### src/rtl/if_stage.sv
// rtl/if_stage.sv - instruction fetch stage with IF/ID pipeline register
// One outstanding imem fetch; a skid buffer absorbs a response that lands during a stall.
module if_stage #(
  parameter int unsigned       PC_WIDTH  = 32,
  parameter logic [PC_WIDTH-1:0] RESET_PC = '0,
  parameter logic [31:0]       NOP_INSTR = 32'h0000_0013
) (
  input  logic                clk,
  input  logic                rst_n,
  input  logic                pc_write,
  input  logic                IF_ID_write,
  input  logic                redirect_valid,
  input  logic [PC_WIDTH-1:0] redirect_pc,
  output logic                imem_req,
  output logic [PC_WIDTH-1:0] imem_addr,
  input  logic                imem_gnt,
  input  logic                imem_rvalid,
  input  logic [31:0]         imem_rdata,
  output logic [PC_WIDTH-1:0] IF_ID_pc,
  output logic [31:0]         IF_ID_instr,
  output logic                IF_ID_valid
);

  typedef enum logic [2:0] {
    S_IDLE = 3'd0,
    S_REQ  = 3'd1,
    S_WAIT = 3'd2,
    S_HOLD = 3'd3,
    S_KILL = 3'd4
  } state_t;

  state_t              r_state;
  state_t              w_state_nxt;
  logic [PC_WIDTH-1:0] r_pc;
  logic [31:0]         r_buf;
  logic                r_buf_valid;
  logic [PC_WIDTH-1:0] r_if_id_pc;
  logic [31:0]         r_if_id_instr;
  logic                r_if_id_valid;

  logic                w_stall;
  logic                w_deliver;
  logic                w_capture;
  logic [31:0]         w_deliver_instr;
  logic [PC_WIDTH-1:0] w_redirect_pc;

  assign w_stall       = ~(pc_write & IF_ID_write);
  assign w_redirect_pc = {redirect_pc[PC_WIDTH-1:2], 2'b00};

  always_comb begin
    w_state_nxt     = r_state;
    w_deliver       = 1'b0;
    w_capture       = 1'b0;
    w_deliver_instr = imem_rdata;
    case (r_state)
      S_IDLE: w_state_nxt = S_REQ;
      S_REQ: begin
        if (redirect_valid)  w_state_nxt = imem_gnt ? S_KILL : S_REQ;
        else if (imem_gnt)   w_state_nxt = S_WAIT;
      end
      S_WAIT: begin
        if (redirect_valid) begin
          w_state_nxt = imem_rvalid ? S_REQ : S_KILL;
        end else if (imem_rvalid) begin
          if (w_stall) begin
            w_capture   = 1'b1;
            w_state_nxt = S_HOLD;
          end else begin
            w_deliver   = 1'b1;
            w_state_nxt = S_REQ;
          end
        end
      end
      S_HOLD: begin
        w_deliver_instr = r_buf;
        if (redirect_valid) begin
          w_state_nxt = S_REQ;
        end else if (!w_stall && r_buf_valid) begin
          w_deliver   = 1'b1;
          w_state_nxt = S_REQ;
        end
      end
      // A redirect here still leaves the old response owed, so only rvalid exits.
      S_KILL: if (imem_rvalid) w_state_nxt = S_REQ;
      default: w_state_nxt = S_IDLE;
    endcase
  end

  always_ff @(posedge clk or negedge rst_n) begin
    if (!rst_n) begin
      r_state     <= S_IDLE;
      r_pc        <= RESET_PC;
      r_buf       <= NOP_INSTR;
      r_buf_valid <= 1'b0;
    end else begin
      r_state <= w_state_nxt;
      if (redirect_valid)  r_pc <= w_redirect_pc;
      else if (w_deliver)  r_pc <= r_pc + PC_WIDTH'(4);
      if (redirect_valid || w_deliver) begin
        r_buf_valid <= 1'b0;
      end else if (w_capture) begin
        r_buf       <= imem_rdata;
        r_buf_valid <= 1'b1;
      end
    end
  end

  always_ff @(posedge clk or negedge rst_n) begin
    if (!rst_n) begin
      r_if_id_pc    <= '0;
      r_if_id_instr <= NOP_INSTR;
      r_if_id_valid <= 1'b0;
    end else if (redirect_valid) begin
      r_if_id_instr <= NOP_INSTR;
      r_if_id_valid <= 1'b0;
    end else if (w_deliver) begin
      r_if_id_pc    <= r_pc;
      r_if_id_instr <= w_deliver_instr;
      r_if_id_valid <= 1'b1;
    end else if (!w_stall) begin
      r_if_id_instr <= NOP_INSTR;
      r_if_id_valid <= 1'b0;
    end
  end

  assign imem_req    = (r_state == S_REQ);
  assign imem_addr   = r_pc;
  assign IF_ID_pc    = r_if_id_pc;
  assign IF_ID_instr = r_if_id_instr;
  assign IF_ID_valid = r_if_id_valid;

endmodule

### config.mk
export PLATFORM = sky130hd
export DESIGN_NAME = if_stage
export DESIGN_NICKNAME = d
export VERILOG_FILES = /design/src/rtl/if_stage.sv
export SDC_FILE = /design/constraint.sdc
export NUM_CORES = 1
export LEC_CHECK = 0
export BUFFER_PORTS_ARGS = -buffer_cell sky130_fd_sc_hd__buf_2
export CORE_MARGIN = 5
export CORE_UTILIZATION = 45
export DETAILED_ROUTE_END_ITERATION = 10
export HOLD_SLACK_MARGIN = 0.1
export PLACE_DENSITY = 0.7
export RECOVER_POWER = 100
export SLEW_MARGIN = 20
export SYNTH_ARGS = -nofsm -noshare
export SYNTH_HDL_FRONTEND = slang
export SYNTH_SLANG_ARGS = --single-unit
### constraint.sdc
create_clock -name clk -period 5.25 [get_ports clk]
set_input_delay 1.575 -clock clk [delete_from_list [all_inputs] [get_ports clk]]
set_output_delay 1.575 -clock clk [all_outputs]
set_load 0.05 [all_outputs]
# Word level (Yosys, flattened, before mapping)
# Index checks and enable logic that the tools add are counted.
# word_totals
register_bits	133
in_bits	71
out_inout_bits	98
wordCells	60
# classes
addsub	1
eq_ne	8
mux	32
bitwise_logic	3
n_reduce_logical	9
# op_table
op	count
32-bit two-way mux	6
32-bit by 3-bit adder with 32-bit output, second input constant	1
3-bit two-way mux	9
3-bit case mux with 5 select lines	1
1-bit two-way mux	14
3-bit by 2-bit equality test with 1-bit output, second input constant	2
3-bit != test, second input constant	2
2-bit AND reduction	2
4-bit AND reduction	1
2-bit nonzero test	2
3-bit by 1-bit equality test with 1-bit output, second input constant	1
3-bit equality test, second input constant	1
3-bit zero test	1
3-bit by 2-bit != test with 1-bit output, second input constant	1
3-bit nonzero test	1
2-bit two-way mux	1
2-bit != test, second input constant	1
1-bit NOT	2
1-bit case mux with 2 select lines	1
1-bit AND	1
1-bit logical AND	1
1-bit logical OR	1

# Logic depth before layout (Yosys ltp)
# logic_depth
depth_word	8
depth_mapped	7

# Worst setup path after synthesis
# OpenSTA, ideal clock, no wires.
# synth_timing
path_kind	flip-flop to output port
from	register r_state[2]
to	output imem_req
arrival_ps	1736
required_time_ps	3675
setup_slack_ps	1939
path_stages_with_launch	3
path_buffers	1
path_cell_list	dfrtp_1 buf_6 nor3b_1
# synth_between
elab_chain_cells	1
# synth_rtl
item	line_no	source
start, declared	32	state_t r_state;
start signal, assigned	96	r_state <= w_state_nxt;
3-bit by 1-bit equality test with 1-bit output	126	assign imem_req = (r_state == S_REQ);
end, declared	14	output logic imem_req,
# No other way between the ends.

# Final worst setup path
# layout_timing
from	input redirect_valid
to	register r_pc[31], in the netlist imem_addr[31]
# layout_between
elab_chain_cells	3
elab_cells_between_ends	5
# layout_rtl
item	line_no	source
start, declared	12	input logic redirect_valid,
1-bit two-way mux (on tied branches)	76, 62	
1-bit case mux with 2 select lines	55	case (r_state)
2-bit nonzero test (no source line)	n/a	
end signal, assigned	97	if (redirect_valid) r_pc <= w_redirect_pc;
end signal, assigned	98	else if (w_deliver) r_pc <= r_pc + PC_WIDTH'(4);
end, declared	34	logic [PC_WIDTH-1:0] r_pc;
# Parallel ways exist; a longest one is shown, timed or not.
# A chain may end at the register's enable or synchronous reset.

==> impl_metrics.json <==
{
  "fin_cells": 886,
  "clkSinkCount": 129,
  "finalSetupTns_ns": 0,
  "intPower_mw": 2.21,
  "synthFlopType": "dfrtp_1",
  "dp.cells": 853,
  "avgSynthCellArea_sq_um": 11.1,
  "post-route-period-util": 0.770,
  "maxCapViolCount": 3,
  "drt_wl_total_um": 15300,
  "min_path_type": "reg -> reg",
  "die_w_um": 126,
  "power.density_nw_per_um2": 451,
  "rsz0062_at_grt": "false",
  "grt_pass1_wl_um": 25300,
  "setup_violations": 0,
  "switching_share": 0.340,
  "grt_max_degree": 105,
  "grt_pass1_vias": 5043,
  "cts-root-buf": "clkbuf_16",
  "drive_above_1_share": 0.255,
  "synth.top_cells.by_area": "dfrtp_1 51%, mux2_2 11%, mux2i_1 5.7%",
  "synth_compound_area_frac": 0.0968,
  "slew_violations": 185,
  "synth_top_area_frac": 0.511,
  "routedWlPerCell_um": 17.3,
  "dp_worst_setup_slack_ns": 1.50,
  "io_pins": 169,
  "vias_per_cell": 5.48,
  "p_sw_mw": 1.14,
  "worst_pin_slew_ns": 2.55,
  "vias": 4858,
  "post_dp_cell_area_sq_um": 6930,
  "arrival_ns": 4.39,
  "antenna_found_initial": 2,
  "power.share.clock": 0.360,
  "nets": 768,
  "cts_resized": 0,
  "path_class": "in -> reg",
  "gp_congestion": 0.812,
  "fill_cells": 1219,
  "drt-initial-drc-count": 281,
  "ys_warn_count": 0,
  "start_util": 0.457,
  "stdcell_area_sq_um": 7420,
  "ys_types": 52,
  "critical_path.max_fanout": 40,
  "endpoint_kind": "flip-flop",
  "drt_pass1_iterations": 5,
  "port_buffers": 162,
  "cts_buffers": 17,
  "layout_min_cycle_time_ns": 4.04,
  "fin_util": 0.562,
  "ys_ff_latch": 129,
  "grt_usage": 0.199,
  "netlist_instances": 543,
  "yosysMostFrequentCell": "dfrtp_1",
  "r2r_slack_ns": 2.71,
  "violations": "capacitance limit, slew limit",
  "die_h_um": 126,
  "fin_ws_ns": 1.21,
  "status": "finished, violations left",
  "num_rows": 42,
  "hold_slack_ns": 0.480,
  "drc": 0,
  "crit_required_ns": 5.59,
  "clockBufferDepth": 2,
  "synth_xor_area_frac": 0.00872,
  "yosysSeqAreaShare": 0.537,
  "async_flop_share": 1.00,
  "drtAntennaViolNets": 0,
  "post_cts_buffers": 0,
  "die-area_sq_um": 15800,
  "path_clk_slew_ns": 0.06,
  "hold_viol_final": 0,
  "grt-ovfl-total": 0,
  "hold_buffers": 0,
  "syn_area_sq_um": 6020,
  "crit_path_start_kind": "primary input",
  "yosys-mux-area-fraction": 0.171,
  "total_power_mw": 3.35,
  "max_slew_margin": -0.702,
  "clkLatencyLatePin_ns": 0.42,
  "core_sq_um": 13200,
  "synth_commonest_cells": "123 x dfrtp_1, 61 x mux2_2, 59 x nand2_1",
  "clock_skew_ns": 0.0137,
  "cts_tree": "built",
  "syn_to_final_growth_pct": 23.1,
  "power.leakage_nw": 3.45,
  "max-vdd-ir-drop_mv": 0.225,
  "h-tree-depth": 4,
  "synth_edf_count": 0,
  "comb_power_share": 0.245,
  "synthSimpleGateAreaFrac": 0.148,
  "place_hpwl_um": 10700,
  "synth_top_family_by_area": "multiplexers",
  "fmax_mhz": 247,
  "yosys.area.top_type": "dfrtp_1",
  "seqPwrFrac": 0.395,
  "synthAdderAreaFrac": 0.00208
}
cell type report:
type	instances	area (sq um)	share of cell area
Inverter	7	26.3	0.00354
Tap cell	176	220	0.0297
Timing Repair Buffer	167	724	0.0977
Multi-Input combinational cell	374	2590	0.350
Antenna cell	1	2.50	0.000337
Sequential cell	129	3240	0.436
Clock inverter	13	161	0.0218
Clock buffer	19	453	0.0611
routing by layer:
| metal | routed length [um] | share of wire | GRT usage | up-vias |
|---|---|---|---|---|
| met5 | 7 | 0.00046 | 0 | - |
| met4 | 397 | 0.026 | 0.0778 | 2 |
| met3 | 1080 | 0.071 | 0.0694 | 29 |
| met2 | 7700 | 0.50 | 0.343 | 163 |
| met1 | 6150 | 0.40 | 0.227 | 2367 |
| li1 | - | - | - | 2297 |
cells by family (layout without fill, tap and decap cells):
family / Yosys count / count (layout)
xor gates and xnor gates: 6 / 6
AOI/OAI and AO/OA: 98 / 98
muxes: 95 / 95
DFF: 129 / 129
other: 1 / 5
and+or+nand+nor: 170 / 170
buffers and inverters: 43 / 206
adders and majority gates: 1 / 1
power by group through the flow:
stage,Combinational (mW),Clock (mW),Sequential (mW)
finish,0.821,1.21,1.32
global route,0.881,1.29,1.34
floorplan,0.356,0,1.60
CTS,0.856,1.23,1.32
global placement,0.834,0,1.31
detailed placement,0.854,0,1.33
registers in the layout, indices dropped and copies added, names as in the netlist:
name,flops
r_state,3
r_buf_valid,1
imem_addr,30
IF_ID_instr,32
r_buf,32
IF_ID_pc,30
IF_ID_valid,1
critical path, cell delays in order:
cell      delay (ns)
clkbuf_1        0.61
inv_1           0.27
clkbuf_1        1.20
nand3_1         0.13
or4_1           0.47
nand3_1         0.10
worst paths after layout:
path                                                    to                        from  depth (start not counted)
worst max-delay path             imem_addr[31]$_DFFE_PN0P_              redirect_valid                          6
worst min-delay path            IF_ID_instr[5]$_DFFE_PN0P_  IF_ID_instr[5]$_DFFE_PN0P_                          2
worst max register to register     IF_ID_pc[5]$_DFFE_PN0P_      r_state[2]$_DFFE_PN0P_                          4
worst min register to register  IF_ID_instr[5]$_DFFE_PN0P_  IF_ID_instr[5]$_DFFE_PN0P_                          2
max in group asynchronous       IF_ID_instr[6]$_DFFE_PN0P_                       rst_n                          2
min in group asynchronous         IF_ID_pc[26]$_DFFE_PN0P_                       rst_n                          1
placed cells by master (no fill, tap or decap), drive strengths merged, types with 2 or more instances in the layout:
cell type  Yosys  routed
mux2          61      61
o31ai         15      15
clkinvlp       0       4
bufinv         0       3
or4           25      25
o21ai         48      48
or3            7       7
nor4           2       2
and4           2       2
xnor2          3       3
o211ai         2       2
xor2           3       3
dfrtp        123     123
a21oi          7       7
nand2         59      59
mux2i         34      34
dfstp          6       6
inv            7       7
buf           16      69
nand3         19      19
nor2          24      24
conb           1       4
and3           2       2
a31oi         17      17
clkbuf        18     117
nor3           7       7
clkinv         0       6
nor2b          4       4
nand4         12      12
(Power assumes the default switching activity.)
